[config.mk]
export PLATFORM = sky130hd
export DESIGN_NAME = mem_arbiter
export DESIGN_NICKNAME = d
export VERILOG_FILES = /design/src/rtl/mem_arbiter.sv
export SDC_FILE = /design/constraint.sdc
export NUM_CORES = 1
export LEC_CHECK = 0
export ABC_AREA = 0
export BUFFER_PORTS_ARGS = -buffer_cell sky130_fd_sc_hd__buf_2
export CAP_MARGIN = 20
export CORE_MARGIN = 4
export CORE_UTILIZATION = 42
export DETAILED_ROUTE_END_ITERATION = 12
export GPL_TIMING_DRIVEN = 1
export PLACE_DENSITY = 0.72
export SETUP_SLACK_MARGIN = 0.5
export SLEW_MARGIN = 20
export SYNTH_ARGS = -nofsm -noshare
export SYNTH_HDL_FRONTEND = slang
export SYNTH_SLANG_ARGS = --single-unit
export TNS_END_PERCENT = 100
[constraint.sdc]
create_clock -name clk -period 6.88 [get_ports clk]
set_input_delay 1.376 -clock clk [delete_from_list [all_inputs] [get_ports clk]]
set_output_delay 1.376 -clock clk [all_outputs]
set_load 0.05 [all_outputs]
[src/rtl/mem_arbiter.sv]
// Shares one req/ack memory port between fetch (I) and load/store (D); D wins ties unless I has starved.
// Latency: grant registered 1 cycle after the request is sampled; response pulse 1 cycle after mem_ack; 3 cycles minimum per access.
// Backpressure: requesters hold req until their valid pulse; mem_req and all mem_* fields are held until mem_ack.
module mem_arbiter #(
  parameter int ADDR_W       = 32,
  parameter int DATA_W       = 32,
  parameter int STARVE_LIMIT = 4
) (
  input  logic                clk,
  input  logic                rst,
  // instruction fetch port
  input  logic                i_req,
  input  logic [ADDR_W-1:0]   i_addr,
  output logic [DATA_W-1:0]   i_rdata,
  output logic                i_valid,
  // load/store port
  input  logic                d_req,
  input  logic                d_we,
  input  logic [ADDR_W-1:0]   d_addr,
  input  logic [DATA_W-1:0]   d_wdata,
  input  logic [DATA_W/8-1:0] d_be,
  output logic [DATA_W-1:0]   d_rdata,
  output logic                d_valid,
  // memory port
  output logic                mem_req,
  output logic                mem_we,
  output logic [ADDR_W-1:0]   mem_addr,
  output logic [DATA_W-1:0]   mem_wdata,
  output logic [DATA_W/8-1:0] mem_be,
  input  logic [DATA_W-1:0]   mem_rdata,
  input  logic                mem_ack
);

  localparam int BE_W  = DATA_W / 8;
  localparam int CNT_W = $clog2(STARVE_LIMIT + 1);
  localparam logic [CNT_W-1:0] CNT_MAX = CNT_W'(STARVE_LIMIT);

  typedef enum logic [1:0] {
    IDLE   = 2'd0,
    BUSY_I = 2'd1,
    BUSY_D = 2'd2,
    RESP   = 2'd3
  } state_t;

  state_t              state, state_nxt;
  logic [CNT_W-1:0]    starve_cnt, starve_nxt;
  logic                mem_req_nxt;
  logic                mem_we_nxt;
  logic [ADDR_W-1:0]   mem_addr_nxt;
  logic [DATA_W-1:0]   mem_wdata_nxt;
  logic [BE_W-1:0]     mem_be_nxt;
  logic [DATA_W-1:0]   i_rdata_nxt, d_rdata_nxt;
  logic                i_valid_nxt, d_valid_nxt;

  // Arbitration decision: D wins unless both are asking and I has waited out its budget.
  logic i_starved;
  logic grant_d;
  logic grant_i;

  assign i_starved = (starve_cnt == CNT_MAX);
  assign grant_d   = d_req && !(i_req && i_starved);
  assign grant_i   = i_req && !grant_d;

  // Next-state and next-output logic; everything not touched below holds its value.
  always_comb begin
    state_nxt     = state;
    starve_nxt    = starve_cnt;
    mem_req_nxt   = mem_req;
    mem_we_nxt    = mem_we;
    mem_addr_nxt  = mem_addr;
    mem_wdata_nxt = mem_wdata;
    mem_be_nxt    = mem_be;
    i_rdata_nxt   = i_rdata;
    d_rdata_nxt   = d_rdata;
    i_valid_nxt   = 1'b0;
    d_valid_nxt   = 1'b0;

    case (state)
      IDLE: begin
        if (grant_d) begin
          mem_req_nxt   = 1'b1;
          mem_we_nxt    = d_we;
          mem_addr_nxt  = d_addr;
          mem_wdata_nxt = d_wdata;
          mem_be_nxt    = d_be;
          state_nxt     = BUSY_D;
          // only a grant that made I wait counts against it
          if (i_req && (starve_cnt != CNT_MAX)) begin
            starve_nxt = starve_cnt + 1'b1;
          end
        end else if (grant_i) begin
          mem_req_nxt   = 1'b1;
          mem_we_nxt    = 1'b0;
          mem_addr_nxt  = i_addr;
          mem_wdata_nxt = '0;
          mem_be_nxt    = '1;
          starve_nxt    = '0;
          state_nxt     = BUSY_I;
        end
      end

      BUSY_I: begin
        if (mem_ack) begin
          mem_req_nxt = 1'b0;
          i_rdata_nxt = mem_rdata;
          i_valid_nxt = 1'b1;
          state_nxt   = RESP;
        end
      end

      BUSY_D: begin
        if (mem_ack) begin
          mem_req_nxt = 1'b0;
          // stores return no data; hand back zero rather than whatever the bus drove
          d_rdata_nxt = mem_we ? '0 : mem_rdata;
          d_valid_nxt = 1'b1;
          state_nxt   = RESP;
        end
      end

      RESP: begin
        // valid pulse is on the outputs this cycle; requests are not looked at
        state_nxt = IDLE;
      end

      default: begin
        state_nxt = IDLE;
      end
    endcase
  end

  // State and registered outputs; reset abandons any outstanding access without a response.
  always_ff @(posedge clk or posedge rst) begin
    if (rst) begin
      state      <= IDLE;
      starve_cnt <= '0;
      mem_req    <= 1'b0;
      mem_we     <= 1'b0;
      mem_addr   <= '0;
      mem_wdata  <= '0;
      mem_be     <= '0;
      i_rdata    <= '0;
      d_rdata    <= '0;
      i_valid    <= 1'b0;
      d_valid    <= 1'b0;
    end else begin
      state      <= state_nxt;
      starve_cnt <= starve_nxt;
      mem_req    <= mem_req_nxt;
      mem_we     <= mem_we_nxt;
      mem_addr   <= mem_addr_nxt;
      mem_wdata  <= mem_wdata_nxt;
      mem_be     <= mem_be_nxt;
      i_rdata    <= i_rdata_nxt;
      d_rdata    <= d_rdata_nxt;
      i_valid    <= i_valid_nxt;
      d_valid    <= d_valid_nxt;
    end
  end

endmodule
==> metrics, run 1 <==
postcts setup bufs 0; Max clock buf depth 2; worst hold start mem_wdata[19]; drt wl/cell 15.8 um; WHS Path Cells 2; cell taking the most area after synthesis dfrtp_1; R2R Path End mem_wdata[17]; pwr/cell area 624 nW/um^2; nets 994; GRT overflow 0; Hold Path Class reg -> reg; Max-Cap Viols 0; most frequent cells after synthesis nand2_1 (168), dfrtp_1 (141), o21ai_0 (65), mux2_2 (33); fmax 318 MHz; cts repair resizes 0; crit start category flop; RD Place Congestion 0.786; VDD IR-drop max 0.368 mV; Die ar. 16,800 um^2; DPL Wire Length 11.3 mm; Netlist Area Pre-Place 6210 um^2; Synth Warn # 0; Layout area overhead 32.0%; CORE AREA 14,500 um^2; Gate Count Post-Synth 599; die width 130 um; Post-synth EDFFs 0; vias in the first global route 5,217; Chip Height 130 um; Mapped Avg Cell Area 10.4 um^2; cells on worst reg2reg path 7; setup slack, reg-to-reg 4.37 ns; ranking of synthesized cells by area dfrtp_1 (57%), nand2_1 (10%), mux2_2 (6.0%); Antenna Violating Nets Remaining 0; async set-reset flop share out of synthesis 100%; kind of end point of the critical path output port; Fin Hold WS 0.473 ns; final worst setup slack 3.74 ns; worst clock skew 0.00814 ns; Place WS 3.47 ns; Num CTS Buffers 17; Final Hold Viols 0; CP Max Fanout 34; cts hold-fix bufs 0; Hold Path Sink mem_wdata[19]; Crit path required time 5.50 ns; I/O pin total 274; Seq/Total Area, Yosys 56.8%; first-pass GRT wire length 25.9 mm; Worst slew margin 31.8%; FP Rows 44; Cell variety after synth 30; Post-route DRC 0; Worst-path clk slew 0.06 ns; flops & latches, synth 141; layout cells sized above 1 43.6%; Setup Crit Path Kind reg -> out; GR Util All Layers 19.4%; minimum clock period 3.14 ns; Synth Net Count 744; final setup fails 0; CTS tree yes; largest net degree at the start of global routing 72; Clock Latency Late Sink 0.42 ns; static leakage 4.18 nW; TNS Setup 0 ns; I/O Buffers 273; fin. max-slew vios 0; htree depth 4; crit path cell chain buf_2; outcome finished clean; r2r startpoint state[0]; Buf/Inv on CP 1; Least-Margin Pin Slew 1.02 ns; DR vias 5,233; Synth top area share 56.8%; clock sinks 141; Synth Flop Type dfrtp_1; count leader, synth nand2_1; drt first pass iters 4; Routed WL 16.6 mm; Initial DRC Count 297; Vias/cell 5.00; slowest cell delay on critical path 0.95 ns; antenna violations before repair 1; CP max stage cell dfrtp_1; delay-heaviest family, CP flip-flops; Starting Density 42.7%; final period utilization 45.7%; RSZ-0062 raised after global routing false; CP Data Arrival Time 1.77 ns; Root Driver clkbuf_16
per-layer routing:
layer  vias up  share of wire (%)  GRT usage (%)
met5         -                  0              0
met4         0                1.7           6.91
met3        23                9.3           6.39
met2       224                 47           30.6
met1      2455                 42           25.2
li1       2531                  -              -
per-stage QoR:
step | area (um^2) | total power [mW] | instances | util, %
2_1_floorplan | 6210 | 3.60 | 599 | -
3_3_place_gp | 7600 | 4.19 | 1014 | 52.3
3_5_place_dp | 7600 | 4.24 | 1014 | 52.3
4_1_cts | 8200 | 5.17 | 1046 | 56.4
5_1_grt | 8200 | 5.40 | 1047 | 56.4
6_report | 8200 | 5.12 | 1047 | 56.4
cell families (layout without fill, tap and decap cells):
logic type      after synthesis  in the layout  share of synthesized area [%]
compound gates              111            111                           12.7
fa+ha+maj                     7              7                           1.41
buf+inv                      56            319                           4.61
flops                       141            141                           56.8
mux                          35             35                           6.30
other cells                   0              1                              0
simple gates                249            249                           18.1
placed cells by master, fill, tap and decap left out, types with 2 or more instances in the layout:
master	Yosys	routed
nand3_1	2	2
nand2b_1	32	32
buf_2	11	273
a31oi_1	2	2
o21ai_0	65	65
o211ai_1	6	6
o21ai_1	3	3
buf_4	4	5
bufinv_16	0	2
a21oi_1	4	4
nand2_1	168	167
dfrtp_1	141	141
o211ai_2	26	26
ha_1	7	7
nor2b_1	2	2
mux2i_1	2	2
clkbuf_16	0	17
inv_1	9	8
clkinvlp_4	0	4
inv_6	0	7
nand4_1	32	32
nor2_1	10	10
mux2_2	33	33
how the worst max path moves through the flow:
stage | slack (ns) | startpoint | to | depth (start not counted)
detailed placement | 3.47 | d_req | mem_wdata[17] | 5
CTS | 3.67 | mem_we | mem_we | 1
floorplan | 1.72 | rst | d_rdata[0] | 1
global placement | 3.53 | d_req | mem_wdata[0] | 5
global route | 3.58 | mem_we | mem_we | 1
finish | 3.74 | mem_we | mem_we | 1
tightest hold or removal path: cells and delay by family, from the launching register on:
kind / cells / cell delay [ns]
AND/OR/NAND/NOR: 1 / 0.05
flip-flops: 1 / 0.34
AO/OA/AOI/OAI: 1 / 0.06
layout make-up:
class	instances	area [um^2]
timing repair buffer	278	1400
sequential	141	3530
tap	184	230
clock buffer	18	439
multi-input combinational	402	2400
antenna	1	2.50
inverter	9	38.8
clock inverter	14	156
fill	1299	6330
power by group:
| group | leakage, nW | internal (mW) | total, mW | switching, mW |
|---|---|---|---|---|
| Sequential | 1.75 | 1.23 | 1.45 | 0.225 |
| Combinational | 2.15 | 0.666 | 2.74 | 2.08 |
| Clock | 0.281 | 0.550 | 0.922 | 0.372 |
| Total | 4.18 | 2.44 | 5.12 | 2.68 |
flip-flops by register name (all words and copies together) (netlist names):
register,flops
d_rdata,32
i_rdata,32
mem_addr,32
mem_wdata,32
mem_be,4
starve_cnt,3
state,2
d_valid,1
i_valid,1
mem_req,1
mem_we,1
Note: power is estimated with default switching activity, not from simulation.
==> run 2: changes to the inputs <==
--- a/config.mk
+++ b/config.mk
@@ -12,7 +12,7 @@
 export CORE_UTILIZATION = 42
 export DETAILED_ROUTE_END_ITERATION = 12
 export GPL_TIMING_DRIVEN = 1
-export PLACE_DENSITY = 0.72
+export PLACE_DENSITY = 0.75
 export SETUP_SLACK_MARGIN = 0.5
 export SLEW_MARGIN = 20
 export SYNTH_ARGS = -nofsm -noshare
==> constraint.sdc (replaced) <==
create_clock -name clk -period 2.7 [get_ports clk]
set_input_delay 0.54 -clock clk [delete_from_list [all_inputs] [get_ports clk]]
set_output_delay 0.54 -clock clk [all_outputs]
set_load 0.05 [all_outputs]
==> metrics, run 2 (same netlist as run 1, synthesis figures left out) <==
ant diodes 0; Max-Cap Viols 0; htree depth 4; Crit path required time 2.93 ns; commonest non-fill, non-tap cell in the layout buf_2; highest-count cells in the layout ignoring fill and taps buf_2 (273), nand2_1 (167), dfrtp_1 (141); RSZ-0062 raised after global routing false; cts hold-fix bufs 0; clock sinks 141; largest net degree at the start of global routing 142; fin. max-slew vios 0; static leakage 4.23 nW; FP Rows 44; RD Place Congestion 0.791; TNS Setup 0 ns; drt wl/cell 15.7 um; Hold Path Class in -> async; Clock Latency Late Sink 0.41 ns; CP Max Fanout 65; drt first pass iters 4; kind of end point of the critical path flop; Layout area overhead 33.4%; final setup fails 0; pwr/cell area 1600 nW/um^2; fmax 528 MHz; Num CTS Buffers 17; vias in the first global route 5,173; Antenna Violating Nets Remaining 0; Layout Cells excl Fill 1,049; GR Util All Layers 19.5%; Final Core Density 57.0%; postcts setup bufs 0; Starting Density 42.7%; Worst-path clk slew 0.06 ns; GRT overflow 0; I/O Buffers 273; CTS tree yes; VDD IR-drop max 0.764 mV; first-pass GRT wire length 25.9 mm; worst clock skew 0.0105 ns; layout cells sized above 1 43.7%; Post-Place Cells 1,018; Worst slew margin 32.4%; Final Hold Viols 0; DR vias 5,317; final period utilization 70.1%; antenna violations before repair 0; DPL Wire Length 11.4 mm; cts repair resizes 0; Initial DRC Count 258; Least-Margin Pin Slew 1.01 ns; minimum clock period 1.89 ns; Max clock buf depth 2; Root Driver clkbuf_16; Post-route DRC 0; Routed WL 16.5 mm; outcome finished clean; Setup Crit Path Kind reg -> reg; Die ar. 16,800 um^2; CP Data Arrival Time 2.12 ns; crit start category flop; Vias/cell 5.07; Chip Height 130 um; die width 130 um; nets 998; CORE AREA 14,500 um^2; I/O pin total 274
==> run 2: path summary, 6_finish.rpt <==
path                                    from            end  slack, ns  depth (start not counted)
worst min register to register  mem_wdata[5]   mem_wdata[5]       0.47                          2
worst min-delay path                     rst     d_rdata[1]       0.34                          3
min in group clk                 d_wdata[22]  mem_wdata[22]       0.36                          3
worst max-delay path                state[0]     d_rdata[4]       0.81                          4
worst max register to register      state[0]     d_rdata[4]       0.81                          4
max in group asynchronous                rst    mem_addr[1]       1.79                          3
==> run 2: area by class of cell <==
class / instances / area, um^2
flip-flops and latches: 141 / 3530
well taps: 184 / 230
clock inverters: 13 / 188
fillers: 1300 / 6250
inverters: 9 / 37.5
multi-input cells: 402 / 2400
clock buffers: 18 / 429
repair buffers: 282 / 1470
==> run 2: routing by layer <==
layer,GRT usage (%),vias up,share of wire [%]
met5,0,-,0
met4,5.32,0,1.2
met3,7.34,16,9.7
met2,31.2,229,47
met1,25.0,2538,42
li1,-,2534,-
==> run 2: per-stage QoR <==
step	area, um^2	worst slack [ns]	total power, mW	hold WS [ns]
3_3_place_gp	7670	0.776	10.7	0.457
6_report	8290	0.808	13.2	0.343
2_1_floorplan	6220	0.397	9.17	0.474
3_5_place_dp	7670	0.683	10.9	0.465
4_1_cts	8290	0.785	13.4	0.337
5_1_grt	8290	0.606	14.0	0.339
==> run 2: power by group <==
part | leakage, nW | switching, mW | total, mW | internal, mW
clock network | 0.305 | 0.902 | 2.45 | 1.55
logic | 2.17 | 5.36 | 7.12 | 1.76
registers | 1.75 | 0.525 | 3.66 | 3.13
total | 4.23 | 6.79 | 13.2 | 6.44
==> run 2: worst max-delay path, cell delays in order, from the launching register on <==
cell     delay [ns]
dfrtp_1        0.39
inv_1          0.10
ha_1           0.21
nand2_2        0.73
o21ai_0        0.27
